## src/rtl/fwd_pkg.sv

```systemverilog
// Shared definitions for the EX-stage operand forwarding controller.
//   - Forwarding mux select codes for the EX-stage 4:1 operand muxes
//   - XZR register index (never forwarded, never a hazard source)
//   - slot_t: per-stage destination tracking record
package fwd_pkg;

  localparam logic [1:0] FWD_RF    = 2'b00;  // register file read
  localparam logic [1:0] FWD_EXMEM = 2'b01;  // EX/MEM ALU result
  localparam logic [1:0] FWD_MEMWB = 2'b10;  // MEM/WB write-back value
  localparam logic [1:0] FWD_IMM   = 2'b11;  // immediate (operand B only)

  localparam int SLOT_RD_W = 5;
  localparam int XZR_IDX   = 31;

  typedef struct packed {
    logic                 valid;
    logic [SLOT_RD_W-1:0] rd;
    logic                 reg_write;
    logic                 mem_read;
  } slot_t;

endpackage

```

## src/rtl/hazard_slot.sv

```systemverilog
// One pipeline-stage tracking slot for the forwarding controller.
// Ports:
//   clk   - system clock
//   reset - synchronous active-high reset, clears the slot to a bubble
//   d     - record entering this stage
//   q     - record currently held by this stage
module hazard_slot
  import fwd_pkg::*;
(
  input  logic  clk,
  input  logic  reset,
  input  slot_t d,
  output slot_t q
);

  always_ff @(posedge clk) begin
    if (reset) begin
      q <= '0;
    end else begin
      q <= d;
    end
  end

endmodule

```

## src/rtl/operand_forward_ctrl.sv

```systemverilog
// Forwarding and load-use hazard controller for the EX-stage operand muxes.
// Tracks destination registers of the instructions in EX, MEM and WB, emits
// registered forwarding selects for the instruction entering EX, and stalls
// IF/ID for one cycle on a load-use dependency.
// Ports:
//   clk, reset            - clock, synchronous active-high reset
//   id_valid              - ID holds a real instruction
//   id_rn, id_rm, id_rd   - ID source A, source B, destination registers
//   id_uses_rn/rm         - instruction reads operand A / B
//   id_use_imm            - operand B is the immediate
//   id_reg_write          - instruction writes rd
//   id_mem_read           - instruction is a load
//   flush                 - taken branch, kill the ID instruction
//   stall                 - combinational hold for PC and IF/ID
//   fwd_a_sel, fwd_b_sel  - registered EX operand mux selects
//   stall_count           - saturating count of stall cycles
module operand_forward_ctrl
  import fwd_pkg::*;
#(
  parameter int REG_W = 5,
  parameter int CNT_W = 16
) (
  input  logic             clk,
  input  logic             reset,
  input  logic             id_valid,
  input  logic [REG_W-1:0] id_rn,
  input  logic [REG_W-1:0] id_rm,
  input  logic [REG_W-1:0] id_rd,
  input  logic             id_uses_rn,
  input  logic             id_uses_rm,
  input  logic             id_use_imm,
  input  logic             id_reg_write,
  input  logic             id_mem_read,
  input  logic             flush,
  output logic             stall,
  output logic [1:0]       fwd_a_sel,
  output logic [1:0]       fwd_b_sel,
  output logic [CNT_W-1:0] stall_count
);

  localparam logic [REG_W-1:0] XZR = REG_W'(XZR_IDX);

  // A slot forwards register r when it will write r; XZR is hard-wired zero.
  function automatic logic slot_hits(input slot_t s, input logic [REG_W-1:0] r);
    return s.valid && s.reg_write && (REG_W'(s.rd) == r) && (r != XZR);
  endfunction

  function automatic logic [CNT_W-1:0] sat_inc(input logic [CNT_W-1:0] c);
    return (&c) ? c : c + CNT_W'(1);
  endfunction

  // Youngest producer wins: the EX slot is next cycle's EX/MEM register.
  function automatic logic [1:0] pick_src(input slot_t ex, input slot_t mem,
                                          input logic [REG_W-1:0] r);
    if (slot_hits(ex, r)) begin
      return FWD_EXMEM;
    end else if (slot_hits(mem, r)) begin
      return FWD_MEMWB;
    end
    return FWD_RF;
  endfunction

  slot_t      id_entry;
  slot_t      slot_q [3];  // [0]=EX, [1]=MEM, [2]=WB
  logic       ld_in_ex;
  logic       dep_rn;
  logic       dep_rm;
  logic       bubble;
  logic [1:0] a_sel_nxt;
  logic [1:0] b_sel_nxt;
  logic [1:0] fwd_a_sel_p0;
  logic [1:0] fwd_b_sel_p0;
  logic [CNT_W-1:0] stall_count_p0;

  // Load-use detection against the EX slot only; after one bubble the load
  // has moved to MEM and ordinary MEM/WB forwarding covers the dependency.
  always_comb begin
    ld_in_ex = slot_q[0].valid && slot_q[0].mem_read && slot_q[0].reg_write &&
               (REG_W'(slot_q[0].rd) != XZR);
    dep_rn   = id_uses_rn && (id_rn == REG_W'(slot_q[0].rd));
    dep_rm   = id_uses_rm && !id_use_imm && (id_rm == REG_W'(slot_q[0].rd));
    stall    = id_valid && !flush && ld_in_ex && (dep_rn || dep_rm);
  end

  always_comb begin
    bubble    = stall || flush || !id_valid;
    id_entry  = '0;
    a_sel_nxt = FWD_RF;
    b_sel_nxt = FWD_RF;
    if (!bubble) begin
      id_entry.valid     = 1'b1;
      id_entry.rd        = SLOT_RD_W'(id_rd);
      id_entry.reg_write = id_reg_write;
      id_entry.mem_read  = id_mem_read;
      if (id_uses_rn) begin
        a_sel_nxt = pick_src(slot_q[0], slot_q[1], id_rn);
      end
      if (id_use_imm) begin
        b_sel_nxt = FWD_IMM;
      end else if (id_uses_rm) begin
        b_sel_nxt = pick_src(slot_q[0], slot_q[1], id_rm);
      end
    end
  end

  // ID -> EX -> MEM -> WB tracking chain
  for (genvar i = 0; i < 3; i++) begin : g_slot
    if (i == 0) begin : g_head
      hazard_slot u_slot (.clk(clk), .reset(reset), .d(id_entry),    .q(slot_q[i]));
    end else begin : g_tail
      hazard_slot u_slot (.clk(clk), .reset(reset), .d(slot_q[i-1]), .q(slot_q[i]));
    end
  end

  // ID/EX boundary: selects for the instruction now entering EX
  always_ff @(posedge clk) begin
    if (reset) begin
      fwd_a_sel_p0   <= FWD_RF;
      fwd_b_sel_p0   <= FWD_RF;
      stall_count_p0 <= '0;
    end else begin
      fwd_a_sel_p0 <= a_sel_nxt;
      fwd_b_sel_p0 <= b_sel_nxt;
      if (stall) begin
        stall_count_p0 <= sat_inc(stall_count_p0);
      end
    end
  end

  assign fwd_a_sel   = fwd_a_sel_p0;
  assign fwd_b_sel   = fwd_b_sel_p0;
  assign stall_count = stall_count_p0;

endmodule

```

## config.mk

```make
export PLATFORM = sky130hd
export DESIGN_NAME = operand_forward_ctrl
export DESIGN_NICKNAME = d
export VERILOG_FILES = /design/src/rtl/fwd_pkg.sv /design/src/rtl/hazard_slot.sv /design/src/rtl/operand_forward_ctrl.sv
export SDC_FILE = /design/constraint.sdc
export NUM_CORES = 1
export LEC_CHECK = 0
export CAP_MARGIN = 10
export CORE_AREA = 4 4 63 65
export CTS_CLUSTER_DIAMETER = 50
export DETAILED_ROUTE_END_ITERATION = 10
export DIE_AREA = 0 0 67 69
export MAX_ROUTING_LAYER = met4
export PLACE_DENSITY = 0.78
export SETUP_SLACK_MARGIN = 0.15
export SYNTH_ARGS = -nofsm -noshare
export SYNTH_HDL_FRONTEND = slang
export SYNTH_SLANG_ARGS = --single-unit
```

## constraint.sdc

```tcl
create_clock -name clk -period 3.85 [get_ports clk]
set_input_delay 0.5775 -clock clk [delete_from_list [all_inputs] [get_ports clk]]
set_output_delay 0.5775 -clock clk [all_outputs]
set_load 0.05 [all_outputs]
```

==> impl_summary.log <==
INFO  metric p_leak = ~0.00074 uW
INFO  metric detailroute.via_count = 1508
INFO  metric antenna_found_initial = 0
INFO  metric portBuffers = 44
INFO  metric clock_skew = 15.9 ps
INFO  metric avgSynthCellArea = a little over 9 sq um
INFO  metric finalNetCount = 254
INFO  metric synth_fp_nets = 205
INFO  metric drt-vias-per-instance = 5.48
INFO  metric yosys.cell_types.count = 38
INFO  metric synth_adder_area_share = 0.00754
INFO  metric fin_worst_hold_slack = 450 ps
INFO  metric timing.final.hold_violations = 0
INFO  metric floorplan.die_area = 4620 sq um
INFO  metric final_core_utilization = 0.661
INFO  metric num_io_pins = 45
INFO  metric setup_violation_total_in_the_final_timing_report = 0
INFO  metric post_cts_resized = 0
INFO  metric grt_use_total = 0.197
INFO  metric combinational_family_with_the_most_area_after_synthesis = simple AND/OR/NAND/NOR gates
INFO  metric layout_worst_path_cycle_share = 0.772
INFO  metric critPathTopFamily = simple AND/OR/NAND/NOR gates
INFO  metric ys_seq_elements = 35
INFO  metric postRouteWirelength = 4050 microns
INFO  metric postCtsSetupRepairBufs = 0
INFO  metric cts_buffers = 5
INFO  metric crit_path_cell_trace = clkdlybuf4s50_1 > xnor2_1 > nand3_1 > nor4b_4 > nor2_1 > nor2_1 > buf_4
INFO  metric xor_and_xnor_area_share_after_synthesis = 0.127
INFO  metric synth.yosys.seq_area_share = 0.422
INFO  metric p_per_area = 288 nW/um^2
INFO  metric synthesis.area = 1660 sq um
INFO  metric timing.slew.headroom = 0.581
INFO  metric row_count = 21
INFO  metric grt_first_pass_wirelength = approximately 7000 microns
INFO  metric cp.required = 3270 ps
INFO  metric synth_enable_flop_cells = 0
INFO  metric timing.setup.critical_path_class = in2out
INFO  metric first_pass_iters = 4
INFO  metric post_synth_top_area_cell = sky130_fd_sc_hd__dfxtp_1
INFO  metric setup_tns = 0 ps
INFO  metric worst-path-buf-inv = 2
INFO  metric tightestPinTransition = 628 ps
INFO  metric critical_path.max_fanout = 6
INFO  metric crit_path_max_delay_cell_type = sky130_fd_sc_hd__clkdlybuf4s50_1
INFO  metric setup_slack = 876 ps
INFO  metric tritoncts_clock_tree = built
INFO  metric max-cap-violations = 0
INFO  metric h_tree_levels = 2
INFO  metric drt_iter0_drc = 113
INFO  metric dpl_worst_slack = 896 ps
INFO  metric remaining_drcs = 0
INFO  metric cts_hold_buf = 0
INFO  metric first_global_vias = 1505
INFO  metric synth.most_common_cell = sky130_fd_sc_hd__dfxtp_1
INFO  metric die_h = slightly below 70 microns
INFO  metric period_minus_slack = slightly below 3000 ps
INFO  metric cpPeakStageDelay = 540 ps
INFO  metric cp_data_arrival_time = 2400 ps
INFO  metric drtAntennaViolNets = 0
INFO  metric synthDominantCellAreaShare = 0.422
INFO  metric coreArea = about 3300 sq um
INFO  metric worstSetupEndpointType = output port
INFO  metric cts.clk_slew.worst_paths = 110 ps
INFO  metric ys_top_cells_by_count = 35 x sky130_fd_sc_hd__dfxtp_1, 17 x sky130_fd_sc_hd__xnor2_1, 13 x sky130_fd_sc_hd__nand3_1, 12 x sky130_fd_sc_hd__nor2_1
INFO  metric rsz0062_at_grt = false
INFO  metric ir_drop = 166 uV
INFO  metric area_growth = 32.9%
INFO  metric grt_remaining_overflow = 0
INFO  metric grt_max_degree = 27
INFO  metric fraction_of_the_mapped_netlist_area_in_compound_gates = 0.142
INFO  metric ys_dominant_reg_cell = sky130_fd_sc_hd__dfxtp_1
INFO  metric worstSetupStartpointType = primary input
INFO  metric hpwl = 3110 microns
INFO  metric ys_warn_count = 0
INFO  metric effective_utilization_at_floorplan = 0.498
INFO  metric main_area_contributors_after_synthesis = sky130_fd_sc_hd__dfxtp_1 42%, sky130_fd_sc_hd__xnor2_1 9.0%, sky130_fd_sc_hd__nand3_1 3.9%
INFO  metric wl_per_cell = 14.7 microns
INFO  metric max_freq = 336 MHz
INFO  metric power = 636 uW
INFO  metric gpl.final_weighted_congestion = 0.897
INFO  metric clock_tree.buffer_depth = 2
INFO  metric cts_root_buffer = sky130_fd_sc_hd__clkbuf_4
INFO  metric postSynth.asyncResetShare = 0
INFO  metric run_status = finished clean
INFO  metric netlist_instances = 180
INFO  metric multiplexer_share_of_the_synthesized_area = 0.00603
INFO  metric chipWidth = 67 microns
INFO  metric report.final.slew_viol_count = 0
INFO  metric holdCritPathClass = reg2reg
INFO  metric insertion_delay = 340 ps
INFO  metric path_common_cell = sky130_fd_sc_hd__nor2_1
INFO  metric clkSinkCount = 35
INFO  metric n_antenna_cell = 0
INFO  metric synthSimpleGateAreaFrac = 0.281
INFO  metric post_route_cells_drive_above_1_share = 0.0742
[registers in the layout, indices dropped and copies added, names as in the netlist]
register and flops:
stall_count 16, g_slot.g_head.u_slot.q 8, g_slot.g_tail.u_slot.q 7, fwd_a_sel 2, fwd_b_sel 2
[where the power goes]
| part | switching, uW | internal (uW) |
|---|---|---|
| Combinational | 26.0 | 36.7 |
| Clock | 118 | 84.5 |
| Sequential | 4.39 | 366 |
[final timing paths]
kind | slack (ps) | from | endpoint | cells after the start
worst max-delay path | 880 | id_rm[1] | stall | 7
worst min-delay path | 450 | g_slot[1].g_tail.u_slot.q[1]$_SDFF_PP0_ | fwd_a_sel[1]$_SDFF_PP0_ | 2
worst min register to register | 450 | g_slot[1].g_tail.u_slot.q[1]$_SDFF_PP0_ | fwd_a_sel[1]$_SDFF_PP0_ | 2
worst max register to register | 1690 | g_slot[0].g_head.u_slot.q[2]$_SDFF_PP0_ | stall_count[5]$_SDFFE_PP0P_ | 6
[tightest hold or removal path, stage by stage, from the launching register on]
cell	delay (ps)
sky130_fd_sc_hd__dfxtp_1	320
sky130_fd_sc_hd__nand3_1	60
sky130_fd_sc_hd__nor4b_1	40
[per-layer routing]
| metal | vias to the layer above | track usage | wire length [microns] | share of wire |
|---|---|---|---|---|
| met5 | - | - | 0 | 0 |
| met4 | 0 | 0.0833 | 68 | 0.017 |
| met3 | 7 | 0.0455 | 225 | 0.056 |
| met2 | 51 | 0.308 | 2040 | 0.50 |
| met1 | 708 | 0.239 | 1710 | 0.42 |
| li1 | 742 | - | - | - |
[cell usage in the layout (no fill, tap or decap), drive strengths merged, types with 4 or more instances in the layout]
| cell | n |
|---|---|
| clkdlybuf4s50 | 43 |
| dfxtp | 35 |
| xnor2 | 17 |
| nand3 | 13 |
| nor2 | 12 |
| nand2 | 10 |
| nor2b | 10 |
| o21ai | 10 |
| a21oi | 9 |
| xor2 | 7 |
| and2 | 7 |
| or3 | 6 |
| clkbuf | 6 |
| o21a | 4 |
| nand4 | 4 |
| or4 | 4 |
[metrics by stage]
step / cells / instance area [sq um]
finish: 275 / 2210
detailed placement: 268 / 2150
global placement: 268 / 2150
global route: 275 / 2210
CTS: 275 / 2210
floorplan: 180 / 1660
[cells by family (layout without fill, tap and decap cells)]
group                    Yosys count  count (layout)
multiplexers                       1               1
flip-flops                        35              35
AND/OR/NAND/NOR                   79              79
AO/OA/AOI/OAI                     34              34
adder cells (fa/ha/maj)            1               1
XOR/XNOR                          24              24
buffers and inverters              6              55
[final cells by class]
class,count,area [sq um]
Fill cell,304,1130
Multi-Input combinational cell,139,936
Sequential cell,35,701
Timing Repair Buffer,45,445
Tap cell,46,57.6
Clock buffer,6,51.3
Inverter,3,11.3
Clock inverter,1,5.00
No activity file was read; power rests on OpenSTA's default activity.
